[src/rtl/crc_field_sequencer.sv]
// VG93 read-path field sequencer: finds the A1 A1 A1 preamble, classifies ID/data
// fields, counts payload and drives the CRC16 byte unit, reporting pass/fail per field.
module crc_field_sequencer (
    input  logic        iCLK,
    input  logic        iRESET_N,
    input  logic        iENABLE,
    input  logic        iBYTE_VALID,
    input  logic [7:0]  iBYTE,
    input  logic        iSYNC,
    input  logic [15:0] iCRC16,
    output logic        oCRC_RESET,
    output logic        oCRC_STROBE,
    output logic [7:0]  oCRC_BYTE,
    output logic        oBUSY,
    output logic        oFIELD_ID,
    output logic        oDELETED,
    output logic        oDATA_VALID,
    output logic [7:0]  oDATA_BYTE,
    output logic [7:0]  oTRACK,
    output logic [7:0]  oSIDE,
    output logic [7:0]  oSECTOR,
    output logic [1:0]  oSIZE,
    output logic [10:0] oBYTE_CNT,
    output logic        oFIELD_DONE,
    output logic        oCRC_ERR
);

    typedef enum logic [2:0] {
        S_IDLE, S_SYNC, S_MARK, S_PAYLOAD, S_CRC1, S_CRC2, S_CHECK
    } state_t;

    state_t      state_q, state_d;
    logic [1:0]  sync_cnt_q, sync_cnt_d;
    logic        pend_q, pend_d;
    logic        chk_wait_q, chk_wait_d;
    logic [10:0] len_q, len_d;
    logic        crc_reset_q, crc_reset_d;
    logic        strobe_q, strobe_d;
    logic [7:0]  crc_byte_q, crc_byte_d;
    logic        busy_q, busy_d;
    logic        field_id_q, field_id_d;
    logic        deleted_q, deleted_d;
    logic        data_valid_q, data_valid_d;
    logic [7:0]  data_byte_q, data_byte_d;
    logic [7:0]  track_q, track_d;
    logic [7:0]  side_q, side_d;
    logic [7:0]  sector_q, sector_d;
    logic [1:0]  size_q, size_d;
    logic [10:0] cnt_q, cnt_d;
    logic        done_q, done_d;
    logic        err_q, err_d;
    logic        sync_a1;

    assign sync_a1 = iBYTE_VALID & iSYNC & (iBYTE == 8'hA1);

    always_comb begin
        state_d      = state_q;
        sync_cnt_d   = sync_cnt_q;
        pend_d       = 1'b0;
        chk_wait_d   = chk_wait_q;
        len_d        = len_q;
        strobe_d     = 1'b0;
        crc_byte_d   = crc_byte_q;
        field_id_d   = field_id_q;
        deleted_d    = deleted_q;
        data_valid_d = 1'b0;
        data_byte_d  = data_byte_q;
        track_d      = track_q;
        side_d       = side_q;
        sector_d     = sector_q;
        size_d       = size_q;
        cnt_d        = cnt_q;
        done_d       = 1'b0;
        err_d        = err_q;

        if (!iENABLE) begin
            state_d    = S_IDLE;
            chk_wait_d = 1'b0;
        end else begin
            // Restart A1 is strobed one cycle after the CRC reset pulse it caused
            if (pend_q) begin
                strobe_d   = 1'b1;
                crc_byte_d = 8'hA1;
            end
            case (state_q)
                S_IDLE: begin
                    if (sync_a1) begin
                        state_d    = S_SYNC;
                        sync_cnt_d = 2'd1;
                        strobe_d   = 1'b1;
                        crc_byte_d = iBYTE;
                    end
                end
                S_SYNC: begin
                    if (sync_a1) begin
                        strobe_d   = 1'b1;
                        crc_byte_d = iBYTE;
                        sync_cnt_d = sync_cnt_q + 2'd1;
                        if (sync_cnt_q == 2'd2) state_d = S_MARK;
                    end else if (iBYTE_VALID) begin
                        state_d = S_IDLE;
                    end
                end
                S_MARK, S_PAYLOAD, S_CRC1, S_CRC2: begin
                    if (sync_a1) begin
                        state_d    = S_SYNC;
                        sync_cnt_d = 2'd1;
                        pend_d     = 1'b1;
                    end else if (iBYTE_VALID) begin
                        strobe_d   = 1'b1;
                        crc_byte_d = iBYTE;
                        if (state_q == S_MARK) begin
                            cnt_d = '0;
                            if (iBYTE == 8'hFE) begin
                                state_d    = S_PAYLOAD;
                                len_d      = 11'd4;
                                field_id_d = 1'b1;
                            end else if (iBYTE == 8'hFB || iBYTE == 8'hF8) begin
                                state_d    = S_PAYLOAD;
                                len_d      = 11'd128 << size_q;
                                field_id_d = 1'b0;
                                deleted_d  = (iBYTE == 8'hF8);
                            end else begin
                                state_d = S_IDLE;
                                cnt_d   = cnt_q;
                            end
                        end else if (state_q == S_PAYLOAD) begin
                            cnt_d = cnt_q + 11'd1;
                            if (field_id_q) begin
                                case (cnt_q[1:0])
                                    2'd0:    track_d  = iBYTE;
                                    2'd1:    side_d   = iBYTE;
                                    2'd2:    sector_d = iBYTE;
                                    default: size_d   = iBYTE[1:0];
                                endcase
                            end else begin
                                data_valid_d = 1'b1;
                                data_byte_d  = iBYTE;
                            end
                            if (cnt_q + 11'd1 == len_q) state_d = S_CRC1;
                        end else if (state_q == S_CRC1) begin
                            state_d = S_CRC2;
                        end else begin
                            state_d    = S_CHECK;
                            chk_wait_d = 1'b0;
                        end
                    end
                end
                S_CHECK: begin
                    // First cycle lets the CRC unit absorb the final strobe
                    if (!chk_wait_q) begin
                        chk_wait_d = 1'b1;
                    end else begin
                        chk_wait_d = 1'b0;
                        err_d      = (iCRC16 != 16'h0000);
                        done_d     = 1'b1;
                        state_d    = S_IDLE;
                    end
                end
                default: state_d = S_IDLE;
            endcase
        end

        crc_reset_d = (state_d == S_IDLE) | pend_d;
        busy_d      = (state_d != S_IDLE);
    end

    always_ff @(posedge iCLK) begin
        if (!iRESET_N) begin
            state_q      <= S_IDLE;
            sync_cnt_q   <= '0;
            pend_q       <= 1'b0;
            chk_wait_q   <= 1'b0;
            len_q        <= 11'd4;
            crc_reset_q  <= 1'b1;
            strobe_q     <= 1'b0;
            crc_byte_q   <= '0;
            busy_q       <= 1'b0;
            field_id_q   <= 1'b0;
            deleted_q    <= 1'b0;
            data_valid_q <= 1'b0;
            data_byte_q  <= '0;
            track_q      <= '0;
            side_q       <= '0;
            sector_q     <= '0;
            size_q       <= 2'd1;
            cnt_q        <= '0;
            done_q       <= 1'b0;
            err_q        <= 1'b0;
        end else begin
            state_q      <= state_d;
            sync_cnt_q   <= sync_cnt_d;
            pend_q       <= pend_d;
            chk_wait_q   <= chk_wait_d;
            len_q        <= len_d;
            crc_reset_q  <= crc_reset_d;
            strobe_q     <= strobe_d;
            crc_byte_q   <= crc_byte_d;
            busy_q       <= busy_d;
            field_id_q   <= field_id_d;
            deleted_q    <= deleted_d;
            data_valid_q <= data_valid_d;
            data_byte_q  <= data_byte_d;
            track_q      <= track_d;
            side_q       <= side_d;
            sector_q     <= sector_d;
            size_q       <= size_d;
            cnt_q        <= cnt_d;
            done_q       <= done_d;
            err_q        <= err_d;
        end
    end

    assign oCRC_RESET  = crc_reset_q;
    assign oCRC_STROBE = strobe_q;
    assign oCRC_BYTE   = crc_byte_q;
    assign oBUSY       = busy_q;
    assign oFIELD_ID   = field_id_q;
    assign oDELETED    = deleted_q;
    assign oDATA_VALID = data_valid_q;
    assign oDATA_BYTE  = data_byte_q;
    assign oTRACK      = track_q;
    assign oSIDE       = side_q;
    assign oSECTOR     = sector_q;
    assign oSIZE       = size_q;
    assign oBYTE_CNT   = cnt_q;
    assign oFIELD_DONE = done_q;
    assign oCRC_ERR    = err_q;

endmodule

[config.mk]
export PLATFORM = sky130hd
export DESIGN_NAME = crc_field_sequencer
export DESIGN_NICKNAME = d
export VERILOG_FILES = /design/src/rtl/crc_field_sequencer.sv
export SDC_FILE = /design/constraint.sdc
export NUM_CORES = 1
export LEC_CHECK = 0
export BUFFER_PORTS_ARGS = -buffer_cell sky130_fd_sc_hd__buf_2
export CAP_MARGIN = 20
export CORE_UTILIZATION = 25
export DETAILED_ROUTE_END_ITERATION = 8
export GPL_TIMING_DRIVEN = 0
export PLACE_DENSITY_LB_ADDON = 0.05
export SETUP_SLACK_MARGIN = 0.15
export SLEW_MARGIN = 10
export SYNTH_ARGS = -nofsm -noshare
export SYNTH_HDL_FRONTEND = slang
export SYNTH_SLANG_ARGS = --single-unit
[constraint.sdc]
create_clock -name iCLK -period 2.47 [get_ports iCLK]
set_input_delay 0.3705 -clock iCLK [delete_from_list [all_inputs] [get_ports iCLK]]
set_output_delay 0.3705 -clock iCLK [all_outputs]
set_load 0.01 [all_outputs]
==> results of run 1 <==
[registers in the layout (all words and copies together), names as in the netlist, 2 cells and up]
signal,cells
len_q,5
oBYTE_CNT,11
sync_cnt_q,2
oSIZE,2
oSIDE,8
oCRC_BYTE,8
oSECTOR,8
state_q,3
oTRACK,8
oDATA_BYTE,8
[layer usage]
metal | share of wire | up-vias | GRT usage
met3 | 0.047 | 14 | 0.03538
met1 | 0.46 | 1560 | 0.1930
met5 | 0 | - | 0
li1 | - | 1665 | -
met2 | 0.47 | 63 | 0.2511
met4 | 0.018 | 0 | 0.07716
[path summary, 6_finish.rpt]
check	to	depth (start not counted)
worst min register to register	oCRC_BYTE[6]	2
worst max-delay path	state_q[0]	8
worst max register to register	state_q[0]	8
worst min-delay path	pend_q	3
[power by group through the flow]
stage	registers (uW)	clock network [uW]	logic, uW
detailed placement	1200	0	103
global route	1180	1520	112
global placement	1200	0	103
floorplan	1200	0	45.1
CTS	1180	1470	103
finish	1180	1420	99.9
[cell type report]
cell class | count | area [sq um]
multi-input cells | 305 | 1928
inverters | 10 | 37.54
clock inverters | 6 | 92.59
plain buffers | 25 | 112.6
flip-flops and latches | 73 | 1466
clock buffers | 10 | 229.0
fillers | 1444 | 8984
well taps | 176 | 220.2
repair buffers | 87 | 435.4
[synthesized netlist by cell type (2+ instances only)]
cell type,count
o211a_1,2
a31oi_1,4
nor3_1,6
or4_1,2
o21ai_1,2
nand3_1,13
a22oi_1,5
ha_1,6
nor2_1,60
a211oi_1,4
nand3_2,4
and4_1,2
nand4_1,3
o21ai_0,22
and2_1,3
nand2_1,39
nor2_2,2
clkbuf_1,17
xor2_1,3
xnor2_1,4
buf_2,5
a22o_1,3
o221a_2,4
mux2i_1,27
or3_1,9
nor2b_1,6
nand3b_1,4
inv_1,10
nor4_1,6
o211ai_1,3
a21oi_1,31
dfxtp_1,73
[tightest hold or removal path: cells and delay by family]
family	cells	cell delay (ns)
buffers and inverters	1	0.13
AND/OR/NAND/NOR	2	0.16
[stage by stage]
stage                     cells  total power [uW]  hold WS [ns]    util  area, sq um
after detailed placement    676              1307        0.4664  0.3091         4174
after CTS                   692              2748        0.3511  0.3338         4508
after floorplan             413              1249        0.4451       -         3518
after global placement      676              1306        0.4619  0.3091         4174
final                       692              2694        0.3565  0.3348         4522
after global routing        692              2810        0.3695  0.3348         4522
[cell families (layout without fill, tap and decap cells)]
kind of cell,count (synthesis),after routing,share of synthesized area
AOI/OAI and AO/OA,88,88,0.1579
xor gates and xnor gates,7,7,0.01743
adders and majority gates,6,6,0.02134
buffers and inverters,35,138,0.04232
DFF,73,73,0.4154
muxes,27,27,0.07681
and+or+nand+nor,177,177,0.2689
[what timing repair did]
| item | 4_1_cts | 5_1_grt |
|---|---|---|
| pin swaps | 0 | 0 |
| endpoints found under the setup margin | 3 | 7 |
| hold buffers | 0 | 0 |
| resized for setup | 4 | 5 |
| endpoints found under the hold margin | 0 | 0 |
==> metrics.md, run 1 <==
| Metric | Value |
|---|---|
| Outcome | `completed` |
| First-pass GRT wire length | `17.03 mm` |
| YS warnings | `0` |
| Leakage | `0.001992 uW` |
| Count of cell types in the netlist | `61` |
| Root Driver | `clkbuf_16` |
| Final worst slack | `0.2205 ns` |
| Die Width | `120.6 microns` |
| Final setup TNS | `0 ns` |
| Core ar. | `13510 sq um` |
| CTS Buffer Depth | `2` |
| Commonest non-fill, non-tap cell in the layout | `buf_2` |
| Pwr dens | `595.7 nW/um^2` |
| Die span in y | `120.6 microns` |
| Iter 0 DRT Violations | `98` |
| Clock network fraction of total power | `0.526` |
| Worst-Margin Slew | `0.6500 ns` |
| DRC Markers | `0` |
| Full die area | `14550 sq um` |
| Int Power | `2096 uW` |
| Min-delay src | `iBYTE_VALID` |
| Number of flops mapped to enable cells by yosys | `0` |
| Postcts setup bufs | `0` |
| DRT antenna net count | `0` |
| CP arrival | `2.49 ns` |
| Part of the power in registers | `0.437` |
| CP peak stage delay | `0.53 ns` |
| Max Clk Rate | `444.5 MHz` |
| Net Count, Synth | `448` |
| IO buf count | `87` |
| Nets | `546` |
| Fin Clk Skew | `0.004669 ns` |
| Data required time of the worst path | `2.71 ns` |
| Reg clk slew, reported paths | `0.06 ns` |
| Syn Area/Cell | `8.519 sq um` |
| Largest net degree at the start of global routing | `14` |
| Commonest non-fill, non-tap cells in the layout | `buf_2 (92), dfxtp_1 (69), nor2_1 (60)` |
| # diodes | `0` |
| CTS sink count | `73` |
| DR vias | `3302` |
| Critical Path, Cell by Cell | `ha_4 -> nand3_4 -> nor2_4 -> or4b_1 -> o211a_1 -> or4_4 -> a21oi_2 -> nor2_1` |
| Worst Hold Class | `input port to flop` |
| Cell area after synthesis | `3518 sq um` |
| Crit end category | `flop` |
| Total GRT Usage | `0.1552` |
| CP startpoint kind | `flop` |
| Worst skew pair latency | `0.34 ns` |
| Final setup violation count | `0` |
| Slowest-stage cell, CP | `or4_4` |
| Seq/Total Area, Yosys | `0.4154` |
| Crit share post-route | `0.9107` |
| CP top delay family | `simple AND/OR/NAND/NOR gates` |
| P&R area growth vs syn | `28.52%` |
| Share of cells above drive strength 1 | `0.2674` |
| WL/cell | `15.52 microns` |
| Buf/Inv on CP | `0` |
| Logic pwr share | `0.037` |
| Final wirelength | `10.74 mm` |
| Vias per cell | `4.772` |
| Max cap viols | `0` |
| Top Ports | `90` |
| Asr flop ratio synth | `0` |
| GP Congestion | `0.7887` |
| Largest area contributor in the netlist | `dfxtp_1` |
| Post-synth top area share | `0.4154` |
| Final Hold Fails | `0` |
| CTS buffer count | `9` |
| Htree depth | `3` |
| Peak supply drop | `0.2502 mV` |
| CTS tree | `done` |
| CP Launch Point | `oBYTE_CNT[0]` |
| Vias in the first global route | `3210` |
| Number of register bits inferred by synthesis | `73` |
| Aggregate global routing overflow | `0` |
| RSZ-0062 raised after global routing | `yes` |
| Detailed Place HPWL | `7.825 mm` |
| Site row count | `42` |
| TritonRoute pass-1 iters | `4` |
| Sw power | `597.8 uW` |
| Headroom to the max-slew limit | `0.5666` |
| Initial antenna violation count | `0` |
| RR Startpoint | `oBYTE_CNT[0]` |
| Cells after Synth | `413` |
| Synth Flop Type | `dfxtp_1` |
| Min Tclk post-route | `2.249 ns` |
| DP Worst Slack | `0.007093 ns` |
| Fin. max-slew vios | `0` |
| R2R Setup Slk | `0.22 ns` |
| CP Class | `flop to flop` |
| Top post-synthesis cells by area | `dfxtp_1 (42%), mux2i_1 (7.7%), nor2_1 (6.4%)` |
| Worst-path maximum fanout | `10` |
| Switching share of total power | `0.2219` |
| Starting Density | `0.2605` |
No activity file was read; power rests on OpenSTA's default activity.
==> inputs of run 2 (changes only) <==
--- a/config.mk
+++ b/config.mk
@@ -5,6 +5,7 @@
 export SDC_FILE = /design/constraint.sdc
 export NUM_CORES = 1
 export LEC_CHECK = 0
+export ABC_AREA = 1
 export BUFFER_PORTS_ARGS = -buffer_cell sky130_fd_sc_hd__buf_2
 export CAP_MARGIN = 20
 export CORE_UTILIZATION = 25
@@ -12,7 +13,7 @@
 export GPL_TIMING_DRIVEN = 0
 export PLACE_DENSITY_LB_ADDON = 0.05
 export SETUP_SLACK_MARGIN = 0.15
-export SLEW_MARGIN = 10
+export SLEW_MARGIN = 25
 export SYNTH_ARGS = -nofsm -noshare
 export SYNTH_HDL_FRONTEND = slang
 export SYNTH_SLANG_ARGS = --single-unit
==> run 2 against run 1 <==
  * Setup slack improved by 0.20 ns
  * Sequential share of layout area is 0.48 points lower
  * Non-clock buffer count shrank 6
  * Die area is 2.1% higher
  * Synthesized area is 2.1% higher
  * Maximum frequency rose by 10%
  * Critical endpoint is now oBYTE_CNT[3]
  * Total power shrank 1.6%
  * Via count grew 12%
  * Final cell count grew 16%
  * Clock power down 6%
==> metrics.md, run 2 <==
| Metric | Value |
|---|---|
| Largest area contributor in the netlist | `dfxtp_1` |
| Top Ports | `90 (unchanged)` |
| Total GRT Usage | `0.1635 (+0.008301)` |
| Largest net degree at the start of global routing | `13 (-1)` |
| YS warnings | `0 (unchanged)` |
| Final setup violation count | `0 (unchanged)` |
| Top Metal Used | `met4` |
| Slowest-stage cell, CP | `buf_2` |
| Die span in y | `121.9 microns (+1.0%)` |
| Vias in the first global route | `3452 (+7.5%)` |
| Number of register bits inferred by synthesis | `73 (unchanged)` |
| Iter 0 DRT Violations | `187 (+91%)` |
| RSZ-0062 raised after global routing | `no` |
| CP peak stage delay | `0.30 ns (-0.23 ns)` |
| WL met1 | `5.543 mm (+11%)` |
| Reg area | `1469 sq um (+0.17%)` |
| Crit end category | `flop` |
| Cell mode on critical path | `nor2_1` |
| Fin. max-slew vios | `0 (unchanged)` |
| CTS tree | `done` |
| Post-synth top area share | `0.4067 (-0.008677)` |
| Met2 wire length | `5.202 mm (+3.0%)` |
| Fin Clk Skew | `0.008852 ns (+0.004183 ns)` |
| Peak supply drop | `0.2953 mV (+18%)` |
| CP arrival | `2.25 ns (-0.24 ns)` |
| Htree depth | `3 (unchanged)` |
| Worst Hold Class | `input port to flop` |
| Worst-Margin Slew | `0.6488 ns (-0.001228 ns)` |
| DR vias | `3709 (+12%)` |
| Share of cells above drive strength 1 | `0.2272 (-0.04024)` |
| Core ar. | `13930 sq um (+3.2%)` |
| WL/cell | `14.23 microns (-8.3%)` |
| Cells after Synth | `521 (+26%)` |
| Final setup TNS | `0 ns (unchanged)` |
| Crit share post-route | `0.8279 (-0.08283)` |
| Synth Flop Type | `dfxtp_1` |
| Filler cells | `1551 (+7.4%)` |
| Worst skew pair latency | `0.34 ns (about the same)` |
| Placed Cells incl. Taps | `789 (+17%)` |
| Leakage | `0.002139 uW (+7.4%)` |
| CP startpoint kind | `input port` |
| Placed Area | `4259 sq um (+2.0%)` |
| Final design area excluding fillers | `4597 sq um (+1.7%)` |
| Detailed Place HPWL | `8.505 mm (+8.7%)` |
| Vias per cell | `4.607 (-3.4%)` |
| Commonest non-fill, non-tap cells in the layout | `nor2_1 (92), buf_2 (92), nand2_1 (86)` |
| Max reg flops | `11 (unchanged)` |
| Aggregate global routing overflow | `0 (unchanged)` |
| P&R area growth vs syn | `27.92%` |
| Top post-synthesis cells by area | `dfxtp_1 (41%), nor2_1 (9.6%), nand2_1 (9.0%)` |
| DRT antenna net count | `0 (unchanged)` |
| Syn Area/Cell | `6.897 sq um (-19%)` |
| Worst Reg-to-Reg Cells | `19 (+11)` |
| Max Clk Rate | `489.0 MHz (+10%)` |
| Critical Path, Cell by Cell | `buf_2 -> inv_1 -> nor2_1 -> nand3_2 -> nand2_2 -> nor2_2 -> nand2_1 -> nor2_1 -> buf_2 -> o21ai_0 -> o21ai_0 -> nor2_1` |
| Die Width | `121.9 microns (+1.0%)` |
| CTS sink count | `73 (unchanged)` |
| Nets | `656 (+20%)` |
| Outcome | `completed` |
| DRC Markers | `0 (unchanged)` |
| Cell area after synthesis | `3593 sq um (+2.1%)` |
| CP Launch Point | `iBYTE[0]` |
| Site row count | `43 (+2.4%)` |
| # diodes | `0 (unchanged)` |
| Final Hold Fails | `0 (unchanged)` |
| Crit Reg-Reg Endpoint | `oCRC_RESET` |
| Worst-path maximum fanout | `10 (unchanged)` |
| Max cap viols | `0 (unchanged)` |
| Multi-input gate area | `1805 sq um (-6.4%)` |
| R2R Setup Slk | `0.43 ns (+0.20 ns)` |
| Starting Density | `0.2579 (-0.002636)` |
| Number of flops mapped to enable cells by yosys | `0 (unchanged)` |
| Seq/Total Area, Yosys | `0.4067 (-0.008677)` |
| Final hold slack | `0.3713 ns (+0.01479 ns)` |
| Fin cells | `805 (+16%)` |
| CTS Buffer Depth | `2 (unchanged)` |
| Asr flop ratio synth | `0 (unchanged)` |
| Final wirelength | `11.45 mm (+6.7%)` |
| Headroom to the max-slew limit | `0.5675 (+0.0008180)` |
| GP Congestion | `0.8024 (+1.7%)` |
| Net Count, Synth | `556 (+24%)` |
| CP Class | `input port to flop` |
| Top-count cell post-synth | `nor2_1` |
| TritonRoute pass-1 iters | `4 (unchanged)` |
| Min-delay src | `iBYTE[1]` |
| CTS buffer count | `9 (unchanged)` |
| Worst hold path depth | `3 (unchanged)` |
| Count of cell types in the netlist | `36 (-41%)` |
| First-pass GRT wire length | `18.24 mm (+7.1%)` |
| Met3 WL post-DR | `510 microns (+1.2%)` |
| Reg clk slew, reported paths | `0.06 ns (about the same)` |
| Data required time of the worst path | `2.68 ns (-0.03 ns)` |
| Initial antenna violation count | `0 (unchanged)` |
| Min Tclk post-route | `2.045 ns (-0.2046 ns)` |
| RR Startpoint | `oBYTE_CNT[0]` |
| Synth cell count leaders | `nor2_1 (92), nand2_1 (86), dfxtp_1 (73), inv_1 (65), a21oi_1 (44)` |
| Root Driver | `clkbuf_16` |
| Hold endpoint | `oSIZE[1]` |
| Full die area | `14860 sq um (+2.1%)` |
| Pwr dens | `576.7 nW/um^2 (-3.2%)` |
| IO buf count | `88 (+1.1%)` |
-- run 2: timing repair --
action                     CTS  global route
hold buffers                 0             0
resized for setup            0             9
buffers inserted             0             1
setup endpoints to repair    0             4
-- run 2: where the power goes --
part | switching (uW) | internal, uW | leakage [uW]
Sequential | 6.34 | 1180 | 0.000591
Clock | 528 | 802 | 0.000144
Combinational | 88.7 | 42.1 | 0.00140
Total | 623 | 2030 | 0.00214
-- run 2: worst max-delay path: cells and delay by family --
kind / cells / cell delay (ns)
buf+inv: 3 / 0.67
simple gates: 7 / 1.01
compound gates: 2 / 0.19
-- run 2: area by class of cell --
cell class,count,area share
clock buffer,10,0.05199
sequential,73,0.3195
buffer,17,0.02069
multi-input combinational,362,0.3928
tap,180,0.04899
clock inverter,5,0.01225
inverter,69,0.05634
timing repair buffer,89,0.09744
-- run 2: metal layers --
metal,vias up,track usage
met5,-,0
met4,0,0.07022
met3,13,0.03699
met2,70,0.2588
met1,1718,0.2119
li1,1908,-
-- run 2: through the flow --
step / utilization / setup WS (ns) / power, uW
after global placement: 0.3056 / 0.009641 / 1351
final: 0.3299 / 0.4251 / 2651
after detailed placement: 0.3056 / -0.007399 / 1351
after floorplan: - / 0.4691 / 1281
after CTS: 0.3268 / 0.1600 / 2703
after global routing: 0.3299 / 0.1737 / 2762
-- run 2: cell families after synthesis --
kind of cell | after synthesis | synth area share
buffers and inverters | 86 | 0.09853
AND/OR/NAND/NOR | 250 | 0.3092
AO/OA/AOI/OAI | 106 | 0.1647
flip-flops | 73 | 0.4067
adder cells (fa/ha/maj) | 6 | 0.02089
-- run 2: worst max path at each step --
stage / endpoint / slack (ns) / cells past startpoint
global route: oBUSY / 0.17 / 16
floorplan: oBUSY / 0.47 / 16
CTS: oBUSY / 0.16 / 16
global placement: oBYTE_CNT[4] / 0.01 / 12
finish: oBYTE_CNT[3] / 0.43 / 12
detailed placement: oBYTE_CNT[3] / -0.007 / 12
